<file path="src/rtl/nnrv_pkg.sv">
// Shared types and constants for the nnrv memory stage: FSM states and the
// normalised byte-lane masks that select the load size.
package nnrv_pkg;

    typedef enum logic [1:0] {
        ST_IDLE = 2'd0,
        ST_REQ  = 2'd1,
        ST_RESP = 2'd2
    } mem_state_e;

    // Lane masks after shifting down by the address offset.
    localparam logic [7:0] SIZE_MASK_B = 8'h01;
    localparam logic [7:0] SIZE_MASK_H = 8'h03;
    localparam logic [7:0] SIZE_MASK_W = 8'h0F;
    localparam logic [7:0] SIZE_MASK_D = 8'hFF;

endpackage

</file>
<file path="src/rtl/nnrv_load_align.sv">
// Load alignment: shifts the addressed lanes of a RAM doubleword down to bit 0
// and sign- or zero-extends according to the normalised lane mask.
module nnrv_load_align
    import nnrv_pkg::*;
#(
    parameter int XLEN       = 64,
    parameter int MASK_WIDTH = XLEN / 8,
    parameter int OFF_W      = $clog2(MASK_WIDTH)
) (
    input  logic [XLEN-1:0]       rdata,
    input  logic [OFF_W-1:0]      off,
    input  logic [MASK_WIDTH-1:0] mask,
    input  logic                  sign,
    output logic [XLEN-1:0]       result
);

    logic [XLEN-1:0]       lane_data [MASK_WIDTH];
    logic [MASK_WIDTH-1:0] lane_mask [MASK_WIDTH];
    logic [XLEN-1:0]       d;
    logic [MASK_WIDTH-1:0] m;

    genvar gi;
    generate
        for (gi = 0; gi < MASK_WIDTH; gi++) begin : g_lane
            assign lane_data[gi] = rdata >> (gi * 8);
            assign lane_mask[gi] = mask >> gi;
        end
    endgenerate

    assign d = lane_data[off];
    assign m = lane_mask[off];

    // Unrecognised mask shapes fall through to a full-width result.
    always_comb begin
        result = d;
        case (m)
            MASK_WIDTH'(SIZE_MASK_B): result = {{(XLEN-8){sign & d[7]}},   d[7:0]};
            MASK_WIDTH'(SIZE_MASK_H): result = {{(XLEN-16){sign & d[15]}}, d[15:0]};
            MASK_WIDTH'(SIZE_MASK_W): result = {{(XLEN-32){sign & d[31]}}, d[31:0]};
            MASK_WIDTH'(SIZE_MASK_D): result = d;
            default:                  result = d;
        endcase
    end

endmodule

</file>
<file path="src/rtl/nnrv_mem.sv">
// Memory stage: runs the data-RAM req/ack handshake, aligns load data, passes
// ALU results through, and drives write-back plus the decode forwarding port.
module nnrv_mem
    import nnrv_pkg::*;
#(
    parameter int XLEN       = 64,
    parameter int MASK_WIDTH = 8,
    parameter int TIMEOUT    = 255
) (
    input  logic                  i_clk,
    input  logic                  i_rst,
    input  logic                  i_exec_rd_en,
    input  logic [4:0]            i_exec_rd,
    input  logic [XLEN-1:0]       i_exec_rd_reg,
    input  logic                  i_exec_ram_rd_en,
    input  logic                  i_exec_ram_wr_en,
    input  logic [XLEN-1:0]       i_exec_ram_addr,
    input  logic [XLEN-1:0]       i_exec_ram_data,
    input  logic [MASK_WIDTH-1:0] i_exec_ram_mask,
    input  logic                  i_exec_sign,
    output logic                  o_stall,
    output logic                  o_ram_req,
    output logic                  o_ram_we,
    output logic [XLEN-1:0]       o_ram_addr,
    output logic [XLEN-1:0]       o_ram_wdata,
    output logic [MASK_WIDTH-1:0] o_ram_mask,
    input  logic                  i_ram_ack,
    input  logic [XLEN-1:0]       i_ram_rdata,
    output logic                  o_wb_rd_en,
    output logic [4:0]            o_wb_rd,
    output logic [XLEN-1:0]       o_wb_rd_reg,
    output logic                  o_id_rd_en,
    output logic [4:0]            o_id_rd,
    output logic [XLEN-1:0]       o_id_rd_reg,
    output logic                  o_id_rd_ready,
    output logic                  o_err
);

    localparam int OFF_W  = $clog2(MASK_WIDTH);
    localparam int CNT_W  = $clog2(TIMEOUT + 1);
    localparam int LCNT_W = OFF_W + 2;

    mem_state_e            state_reg, state_next;
    logic [CNT_W-1:0]      cnt_reg, cnt_next;
    logic                  cap_rd_en_reg, cap_rd_en_next;
    logic [4:0]            cap_rd_reg, cap_rd_next;
    logic                  cap_load_reg, cap_load_next;
    logic                  cap_we_reg, cap_we_next;
    logic [XLEN-1:0]       cap_addr_reg, cap_addr_next;
    logic [XLEN-1:0]       cap_data_reg, cap_data_next;
    logic [MASK_WIDTH-1:0] cap_mask_reg, cap_mask_next;
    logic                  cap_sign_reg, cap_sign_next;
    logic                  wb_rd_en_reg, wb_rd_en_next;
    logic [4:0]            wb_rd_reg, wb_rd_next;
    logic [XLEN-1:0]       wb_data_reg, wb_data_next;
    logic                  err_reg, err_next;
    logic                  ready_reg;

    logic                  mem_op;
    logic [LCNT_W-1:0]     lane_cnt;
    logic [MASK_WIDTH-1:0] low_lane;
    logic                  contiguous;
    logic                  misalign;
    logic                  cap_wb_en;
    logic                  in_req;
    logic                  load_pending;
    logic [XLEN-1:0]       load_data;

    nnrv_load_align #(
        .XLEN       (XLEN),
        .MASK_WIDTH (MASK_WIDTH),
        .OFF_W      (OFF_W)
    ) u_load_align (
        .rdata  (i_ram_rdata),
        .off    (cap_addr_reg[OFF_W-1:0]),
        .mask   (cap_mask_reg),
        .sign   (cap_sign_reg),
        .result (load_data)
    );

    assign mem_op = i_exec_ram_rd_en | i_exec_ram_wr_en;

    always_comb begin
        lane_cnt = '0;
        for (int i = 0; i < MASK_WIDTH; i++) begin
            lane_cnt = lane_cnt + LCNT_W'(i_exec_ram_mask[i]);
        end
    end

    // Adding the lowest set lane carries through a single run of ones and
    // leaves any later set lane untouched, exposing a gap in the mask.
    assign low_lane   = i_exec_ram_mask & (~i_exec_ram_mask + MASK_WIDTH'(1));
    assign contiguous = ((i_exec_ram_mask & (i_exec_ram_mask + low_lane)) == '0);
    assign misalign   = ((lane_cnt + LCNT_W'(i_exec_ram_addr[OFF_W-1:0])) > LCNT_W'(MASK_WIDTH))
                        || !contiguous;

    assign cap_wb_en = cap_rd_en_reg & (cap_rd_reg != 5'd0);

    always_comb begin
        state_next     = state_reg;
        cnt_next       = cnt_reg;
        cap_rd_en_next = cap_rd_en_reg;
        cap_rd_next    = cap_rd_reg;
        cap_load_next  = cap_load_reg;
        cap_we_next    = cap_we_reg;
        cap_addr_next  = cap_addr_reg;
        cap_data_next  = cap_data_reg;
        cap_mask_next  = cap_mask_reg;
        cap_sign_next  = cap_sign_reg;
        wb_rd_en_next  = wb_rd_en_reg;
        wb_rd_next     = wb_rd_reg;
        wb_data_next   = wb_data_reg;
        err_next       = 1'b0;

        case (state_reg)
            ST_IDLE: begin
                if (mem_op) begin
                    wb_rd_en_next = 1'b0;
                    if (misalign) begin
                        err_next = 1'b1;
                    end else begin
                        state_next     = ST_REQ;
                        cnt_next       = '0;
                        cap_rd_en_next = i_exec_rd_en;
                        cap_rd_next    = i_exec_rd;
                        // A request with both enables set is carried out as a store.
                        cap_load_next  = i_exec_ram_rd_en & ~i_exec_ram_wr_en;
                        cap_we_next    = i_exec_ram_wr_en;
                        cap_addr_next  = i_exec_ram_addr;
                        cap_data_next  = i_exec_ram_data;
                        cap_mask_next  = i_exec_ram_mask;
                        cap_sign_next  = i_exec_sign;
                        err_next       = i_exec_ram_rd_en & i_exec_ram_wr_en;
                    end
                end else begin
                    wb_rd_en_next = i_exec_rd_en;
                    wb_rd_next    = i_exec_rd;
                    wb_data_next  = i_exec_rd_reg;
                end
            end
            ST_REQ: begin
                if (i_ram_ack) begin
                    state_next    = ST_RESP;
                    cnt_next      = '0;
                    wb_rd_en_next = cap_load_reg & cap_wb_en;
                    wb_rd_next    = cap_rd_reg;
                    wb_data_next  = load_data;
                end else if (cnt_reg == CNT_W'(TIMEOUT - 1)) begin
                    state_next = ST_IDLE;
                    cnt_next   = '0;
                    err_next   = 1'b1;
                end else begin
                    cnt_next = cnt_reg + CNT_W'(1);
                end
            end
            ST_RESP: begin
                state_next    = ST_IDLE;
                wb_rd_en_next = 1'b0;
            end
            default: begin
                state_next = ST_IDLE;
            end
        endcase
    end

    always_ff @(posedge i_clk or posedge i_rst) begin
        if (i_rst) begin
            state_reg     <= ST_IDLE;
            cnt_reg       <= '0;
            cap_rd_en_reg <= 1'b0;
            cap_rd_reg    <= '0;
            cap_load_reg  <= 1'b0;
            cap_we_reg    <= 1'b0;
            cap_addr_reg  <= '0;
            cap_data_reg  <= '0;
            cap_mask_reg  <= '0;
            cap_sign_reg  <= 1'b0;
            wb_rd_en_reg  <= 1'b0;
            wb_rd_reg     <= '0;
            wb_data_reg   <= '0;
            err_reg       <= 1'b0;
            ready_reg     <= 1'b0;
        end else begin
            state_reg     <= state_next;
            cnt_reg       <= cnt_next;
            cap_rd_en_reg <= cap_rd_en_next;
            cap_rd_reg    <= cap_rd_next;
            cap_load_reg  <= cap_load_next;
            cap_we_reg    <= cap_we_next;
            cap_addr_reg  <= cap_addr_next;
            cap_data_reg  <= cap_data_next;
            cap_mask_reg  <= cap_mask_next;
            cap_sign_reg  <= cap_sign_next;
            wb_rd_en_reg  <= wb_rd_en_next;
            wb_rd_reg     <= wb_rd_next;
            wb_data_reg   <= wb_data_next;
            err_reg       <= err_next;
            ready_reg     <= 1'b1;
        end
    end

    assign in_req       = (state_reg == ST_REQ);
    assign load_pending = in_req & cap_load_reg;

    assign o_stall     = in_req || (state_reg == ST_RESP);
    assign o_ram_req   = in_req;
    assign o_ram_we    = in_req & cap_we_reg;
    assign o_ram_addr  = in_req ? {cap_addr_reg[XLEN-1:OFF_W], {OFF_W{1'b0}}} : '0;
    assign o_ram_wdata = in_req ? cap_data_reg : '0;
    assign o_ram_mask  = in_req ? cap_mask_reg : '0;

    assign o_wb_rd_en  = wb_rd_en_reg;
    assign o_wb_rd     = wb_rd_reg;
    assign o_wb_rd_reg = wb_data_reg;

    // While a load waits on the RAM, decode sees the pending rd marked not ready.
    assign o_id_rd_en    = load_pending ? cap_wb_en  : wb_rd_en_reg;
    assign o_id_rd       = load_pending ? cap_rd_reg : wb_rd_reg;
    assign o_id_rd_reg   = load_pending ? '0         : wb_data_reg;
    assign o_id_rd_ready = ready_reg & ~load_pending;

    assign o_err = err_reg;

endmodule

</file>
<file path="config.mk">
export PLATFORM = sky130hd
export DESIGN_NAME = nnrv_mem
export DESIGN_NICKNAME = d
export VERILOG_FILES = /design/src/rtl/nnrv_pkg.sv /design/src/rtl/nnrv_load_align.sv /design/src/rtl/nnrv_mem.sv
export SDC_FILE = /design/constraint.sdc
export NUM_CORES = 1
export LEC_CHECK = 0
export BUFFER_PORTS_ARGS = -buffer_cell sky130_fd_sc_hd__buf_2
export CAP_MARGIN = 20
export CORE_AREA = 3 3 215 217
export CTS_BUF_LIST = sky130_fd_sc_hd__clkbuf_4
export CTS_CLUSTER_SIZE = 12
export DETAILED_ROUTE_END_ITERATION = 7
export DIE_AREA = 0 0 218 220
export HOLD_SLACK_MARGIN = 0.03
export PLACE_DENSITY = 0.66
export SKIP_CTS_REPAIR_TIMING = 1
export SLEW_MARGIN = 10
export SYNTH_ARGS = -nofsm -noshare
export SYNTH_HDL_FRONTEND = slang
export SYNTH_SLANG_ARGS = --single-unit
</file>
<file path="constraint.sdc">
create_clock -name i_clk -period 7.9 [get_ports i_clk]
set_input_delay 1.58 -clock i_clk [delete_from_list [all_inputs] [get_ports i_clk]]
set_output_delay 1.58 -clock i_clk [all_outputs]
set_load 0.005 [all_outputs]
</file>
# Word-level counts from Yosys, hierarchy flattened
# Cells that the tools add are included.
dict set report word_totals {
  reg_bits 227
  out_inout_bits 281
  elab_cells 107
  inputBits 276
}
dict set report op_classes {
  eq_ne 11
  n_mux 37
  magnitude_cmp 2
  addsub 11
  reduce_logical 13
  bitwise_logic 18
}
# op count
set op_table {}
lappend op_table {{$mux W64} 7}
lappend op_table {{$bmux W64 S3} 1}
lappend op_table {{$pmux W64 S3} 1}
lappend op_table {{$pmux W64 S2} 1}
lappend op_table {{$mux W8} 7}
lappend op_table {{$bmux W8 S3} 1}
lappend op_table {{$add A8 B1 Y8 const B} 2}
lappend op_table {{$and A8 B8 Y8} 2}
lappend op_table {{$pmux W8 S2} 1}
lappend op_table {{$add A5 B1 Y5} 3}
lappend op_table {{$mux W5} 3}
lappend op_table {{$reduce_and A3 Y1} 4}
lappend op_table {{$and A1 B1 Y1} 10}
lappend op_table {{$pmux W5 S2} 1}
lappend op_table {{$add A8 B8 Y8} 1}
lappend op_table {{$eq A8 B1 Y1 const B} 1}
lappend op_table {{$eq A8 B2 Y1 const B} 1}
lappend op_table {{$eq A8 B4 Y1 const B} 1}
lappend op_table {{$eq A8 B8 Y1 const B} 1}
lappend op_table {{$logic_not A8 Y1} 1}
lappend op_table {{$mux W2} 4}
lappend op_table {{$ne A2 B2 Y1 const B} 4}
lappend op_table {{$not A8 Y8} 1}
lappend op_table {{$mux W1} 7}
lappend op_table {{other kinds (23)} 26}

# Depth between registers and ports, before layout
dict set report logic_depth {
  depth_word 13
  ltp_mapped 15
  mapped_depth_nobuf 13
}

# By module
# From an unflattened synthesis, not the netlist that was laid out.
dict set report hier_totals {
  hier_cells 1326
  hier_area_um2 13415.4
}
# mod cells_each instances area_each_um2 seq_area_each_um2
set by_module_without_submodules {}
lappend by_module_without_submodules {nnrv_mem 971 1 11031.8 5680.4}
lappend by_module_without_submodules {nnrv_load_align 355 1 2383.5 0.0}

# Worst setup path before layout
# OpenSTA, ideal clock, no wires.
dict set report synth_timing {
  kind {input -> register}
  start {input i_exec_ram_addr[0]}
  end {register cap_addr_reg[0]}
  setup_slack_ns 2.262
  cell_stages 13
  arrival_ns 5.514
  required_time_ns 7.775
  setup_time_ns 0.125
  path_buffers 2
  cell_sequence {fa_1 > inv_1 > fa_1 > fa_1 > fa_1 > fa_1 > xor2_1 > and3_1 > o311ai_0 > nor3_1 > clkbuf_1 > buf_2 > mux2_2}
}
dict set report synth_between {
  elab_chain_len 5
}
# item line_no
set synth_rtl {}
lappend synth_rtl {{from (decl)} nnrv_mem.sv:17} ;# input logic [XLEN-1:0] i_exec_ram_addr,
lappend synth_rtl {{$add A5 B3 Y5} nnrv_mem.sv:94} ;# assign misalign = ((lane_cnt + LCNT_W'(i_exec_ram_addr[OFF_W-1:0])) > LCNT_W'(MASK_WIDTH))
lappend synth_rtl {{$gt A5 B4 Y1} nnrv_mem.sv:94}
lappend synth_rtl {{$logic_or A1 B1 Y1} nnrv_mem.sv:95} ;# || !contiguous;
lappend synth_rtl {{$not A1 Y1 (no line)} n/a}
lappend synth_rtl {{$reduce_and A3 Y1 (no line)} n/a}
lappend synth_rtl {{to (signal assigned)} nnrv_mem.sv:190} ;# cap_addr_reg <= cap_addr_next;
lappend synth_rtl {{to (decl)} nnrv_mem.sv:49} ;# logic [XLEN-1:0] cap_addr_reg, cap_addr_next;
# Several ways; a longest one is shown, not always the timed one.
# A chain may end at the register's enable or synchronous reset.

# Worst setup path in the final report
dict set report layout_timing {
  start {input i_exec_ram_addr[0]}
  end {register cap_data_reg[43]}
}
dict set report layout_between {
  elab_chain_len 5
}
# item line_no
set layout_rtl {}
lappend layout_rtl {{$add A5 B3 Y5} nnrv_mem.sv:94}
lappend layout_rtl {{$gt A5 B4 Y1} nnrv_mem.sv:94}
lappend layout_rtl {{$logic_or A1 B1 Y1} nnrv_mem.sv:95}
lappend layout_rtl {{$not A1 Y1 (no line)} n/a}
lappend layout_rtl {{$reduce_and A3 Y1 (no line)} n/a}
lappend layout_rtl {{to (signal assigned)} nnrv_mem.sv:191} ;# cap_data_reg <= cap_data_next;
lappend layout_rtl {{to (decl)} nnrv_mem.sv:50} ;# logic [XLEN-1:0] cap_data_reg, cap_data_next;
# Every way passes these cells.

==> results.sh <==
export IMPL_cellLeakagePower_nw=8.448
export IMPL_gp_congestion=0.9039
export IMPL_cts_max_level=3
export IMPL_synth_edf_count=0
export IMPL_viasPerCell=5.025
export IMPL_hp_class="flop to flop"
export IMPL_stdcell_area_um2=17440
export IMPL_syn_avg_cell_area_um2=10.23
export IMPL_dpl_hpwl_um=37580
export IMPL_fp_dieH_um=220
export IMPL_crit_top_cell="fa_1"
export IMPL_die_area_um2=47960
export IMPL_max_freq_mhz=176.7
export IMPL_cts_tree="yes"
export IMPL_syn_cell_area_um2=13330
export IMPL_netlist_area_leader_share_pct=42.62
export IMPL_cts_num_sinks=227
export IMPL_initial_utilization_pct=30.07
export IMPL_cts_inserted_buffers=69
export IMPL_clk_latency_ps=740
export IMPL_yosysSeqAreaShare_pct=42.62
export IMPL_min_period_over_period_pct=71.63
export IMPL_slew_headroom_pct=26.84
export IMPL_routedWlPerCell_um=20.30
export IMPL_synth_commonest_cells="227 x dfrtp_1, 198 x and2_1, 166 x mux2_2"
export IMPL_dr_pass1_iters=5
export IMPL_stdcell_count=2483
export IMPL_fp_row_count=77
export IMPL_port_buffers=553
export IMPL_synthTopCellsByArea="dfrtp_1 43%, mux2_2 14%, and2_1 9.3%, mux2i_1 4.7%, o21ai_0 3.9%"
export IMPL_fillers=4484
export IMPL_yosys_warnings=0
export IMPL_yosysMostFrequentCell="dfrtp_1"
export IMPL_cpMaxStageDelayCell="buf_4"
export IMPL_placed_area_um2=16570
export IMPL_worstMarginPinSlew_ps=1097
export IMPL_io_pins=557
export IMPL_syn_to_final_growth_pct=30.85
export IMPL_power_density_nw_per_um2=367.1
export IMPL_largest_register_ffs=69
export IMPL_async_flop_share_pct=100.0
export IMPL_synth_area_leader_cell="dfrtp_1"
export IMPL_ctsRootBufferMaster="clkbuf_4"
export IMPL_rsz0062_at_grt="false"
export IMPL_path_class="primary input to flop"
export IMPL_slowest_delay_ps=640
export IMPL_ir_drop_v=0.0001986
export IMPL_ant_nets=0
export IMPL_finalSetupTns_ps=0
export IMPL_clk_pin_slew_ps=50
export IMPL_clock_tree_buffer_depth=3
export IMPL_fin_nets=2135
export IMPL_die_x_um=218
export IMPL_synth_flop_cell="dfrtp_1"
export IMPL_grt_first_pass_wirelength_um=74740
export IMPL_fin_util_pct=39.35
export IMPL_finalWirelength_um=50400
export IMPL_drc_errors=0
export IMPL_finalSetupViolations=0
export IMPL_skew_ps=38.40
export IMPL_grt_pass1_vias=12780
export IMPL_dp_cells=2364
export IMPL_status="finished, final reports clean"
export IMPL_netlist_instances=1303
export IMPL_antenna_found_initial=10
export IMPL_start_kind="primary input"
export IMPL_drt_iter0_drc=806
export IMPL_vias=12480
export IMPL_grt_max_degree=102
export IMPL_drive_gt1_share_pct=46.85
export IMPL_grtUsageTotal_pct=20.31
export IMPL_drv_cap=0
export IMPL_ys_ff_latch=227
export IMPL_worst_ep_arrival_time_ps=6260
export IMPL_path_cells="buf_2 > fa_1 > inv_1 > fa_1 > fa_1 > fa_1 > fa_1 > xor2_1 > and3_1 > o311ai_0 > nor3_2 > buf_4 > mux2_2"
export IMPL_worstPathRequired_ps=8500
export IMPL_grt_ovfl_total=0
export IMPL_yosys_cell_types_count=55
export IMPL_final_hold_viol_count=0
export IMPL_cp_end_kind="flop"
export IMPL_worst_path_max_fanout=53
export IMPL_drv_slew=0
export IMPL_period_minus_slack_ps=5658
export IMPL_core_um2=44320
[cell families after synthesis]
family          after synthesis  synth area share, %
flops                       227                42.62
fa+ha+maj                    15                1.690
mux                         248                22.06
simple gates                423                16.79
xor+xnor                      1              0.06573
compound gates              257                12.53
buf+inv                     130                4.187
other cells                   2              0.05635
[area by class of cell]
class	count	area (um2)	share of cell area (%)
multi-input combinational	948	7127	40.87
sequential	227	5687	32.61
timing repair buffer	571	2935	16.83
tap	592	740.7	4.247
clock buffer	98	735.7	4.219
inverter	27	108.9	0.6242
clock inverter	16	95.09	0.5453
antenna	4	10.01	0.05740
[routing by layer]
layer,vias to the layer above,global-route usage [%],share of wire [%]
met2,606,34.62,49
met5,-,0,0.13
li1,5713,-,-
met4,10,11.35,4.7
met3,113,5.847,8.3
met1,6034,22.87,38
[placed cells by master (no fill, tap or decap), types with 26 or more instances in the layout]
master / synthesis / final
a21oi_1: 43 / 43
and2_1: 198 / 198
buf_2: 20 / 553
clkbuf_4: 0 / 98
dfrtp_1: 227 / 224
inv_1: 27 / 26
mux2_2: 166 / 166
mux2i_1: 62 / 62
nand2_1: 99 / 98
nor2_1: 56 / 55
o21ai_0: 104 / 104
[critical path: cells and delay by family]
kind                       cells  cell delay [ps]
muxes                          1              410
xor gates and xnor gates       1              130
buffers and inverters          3              820
and+or+nand+nor                2              680
adders and majority gates      5             2330
AOI/OAI and AO/OA              1              260
[per-stage QoR]
step	hold slack, ps	power (mW)	setup WS, ps
floorplan	469.8	4.023	100.5
global placement	477.1	5.222	1605
detailed placement	487.7	5.311	1465
CTS	500.7	6.510	2329
global route	509.1	6.932	2032
finish	496.1	6.402	2242
[worst paths after layout]
check | from | to | slack (ps) | cells after the start
max in group asynchronous | i_rst | cap_data_reg[40]$_DFFE_PP0P_ | 5540 | 3
worst min register to register | cap_data_reg[5]$_DFFE_PP0P_ | cap_data_reg[5]$_DFFE_PP0P_ | 500 | 1
worst min-delay path | cap_data_reg[5]$_DFFE_PP0P_ | cap_data_reg[5]$_DFFE_PP0P_ | 500 | 1
min in group asynchronous | i_rst | cap_data_reg[45]$_DFFE_PP0P_ | 970 | 2
worst max register to register | cap_addr_reg[0]$_DFFE_PP0P_ | o_wb_rd_reg[62]$_DFFE_PP0P_ | 3150 | 9
worst max-delay path | i_exec_ram_addr[0] | cap_data_reg[43]$_DFFE_PP0P_ | 2240 | 13
[power breakdown]
| group | switching, mW | total [mW] | internal [mW] |
|---|---|---|---|
| clock | 0.538 | 1.14 | 0.599 |
| sequential | 0.369 | 2.10 | 1.73 |
| combinational | 1.68 | 3.17 | 1.49 |
Note: power is estimated with default switching activity, not from simulation.
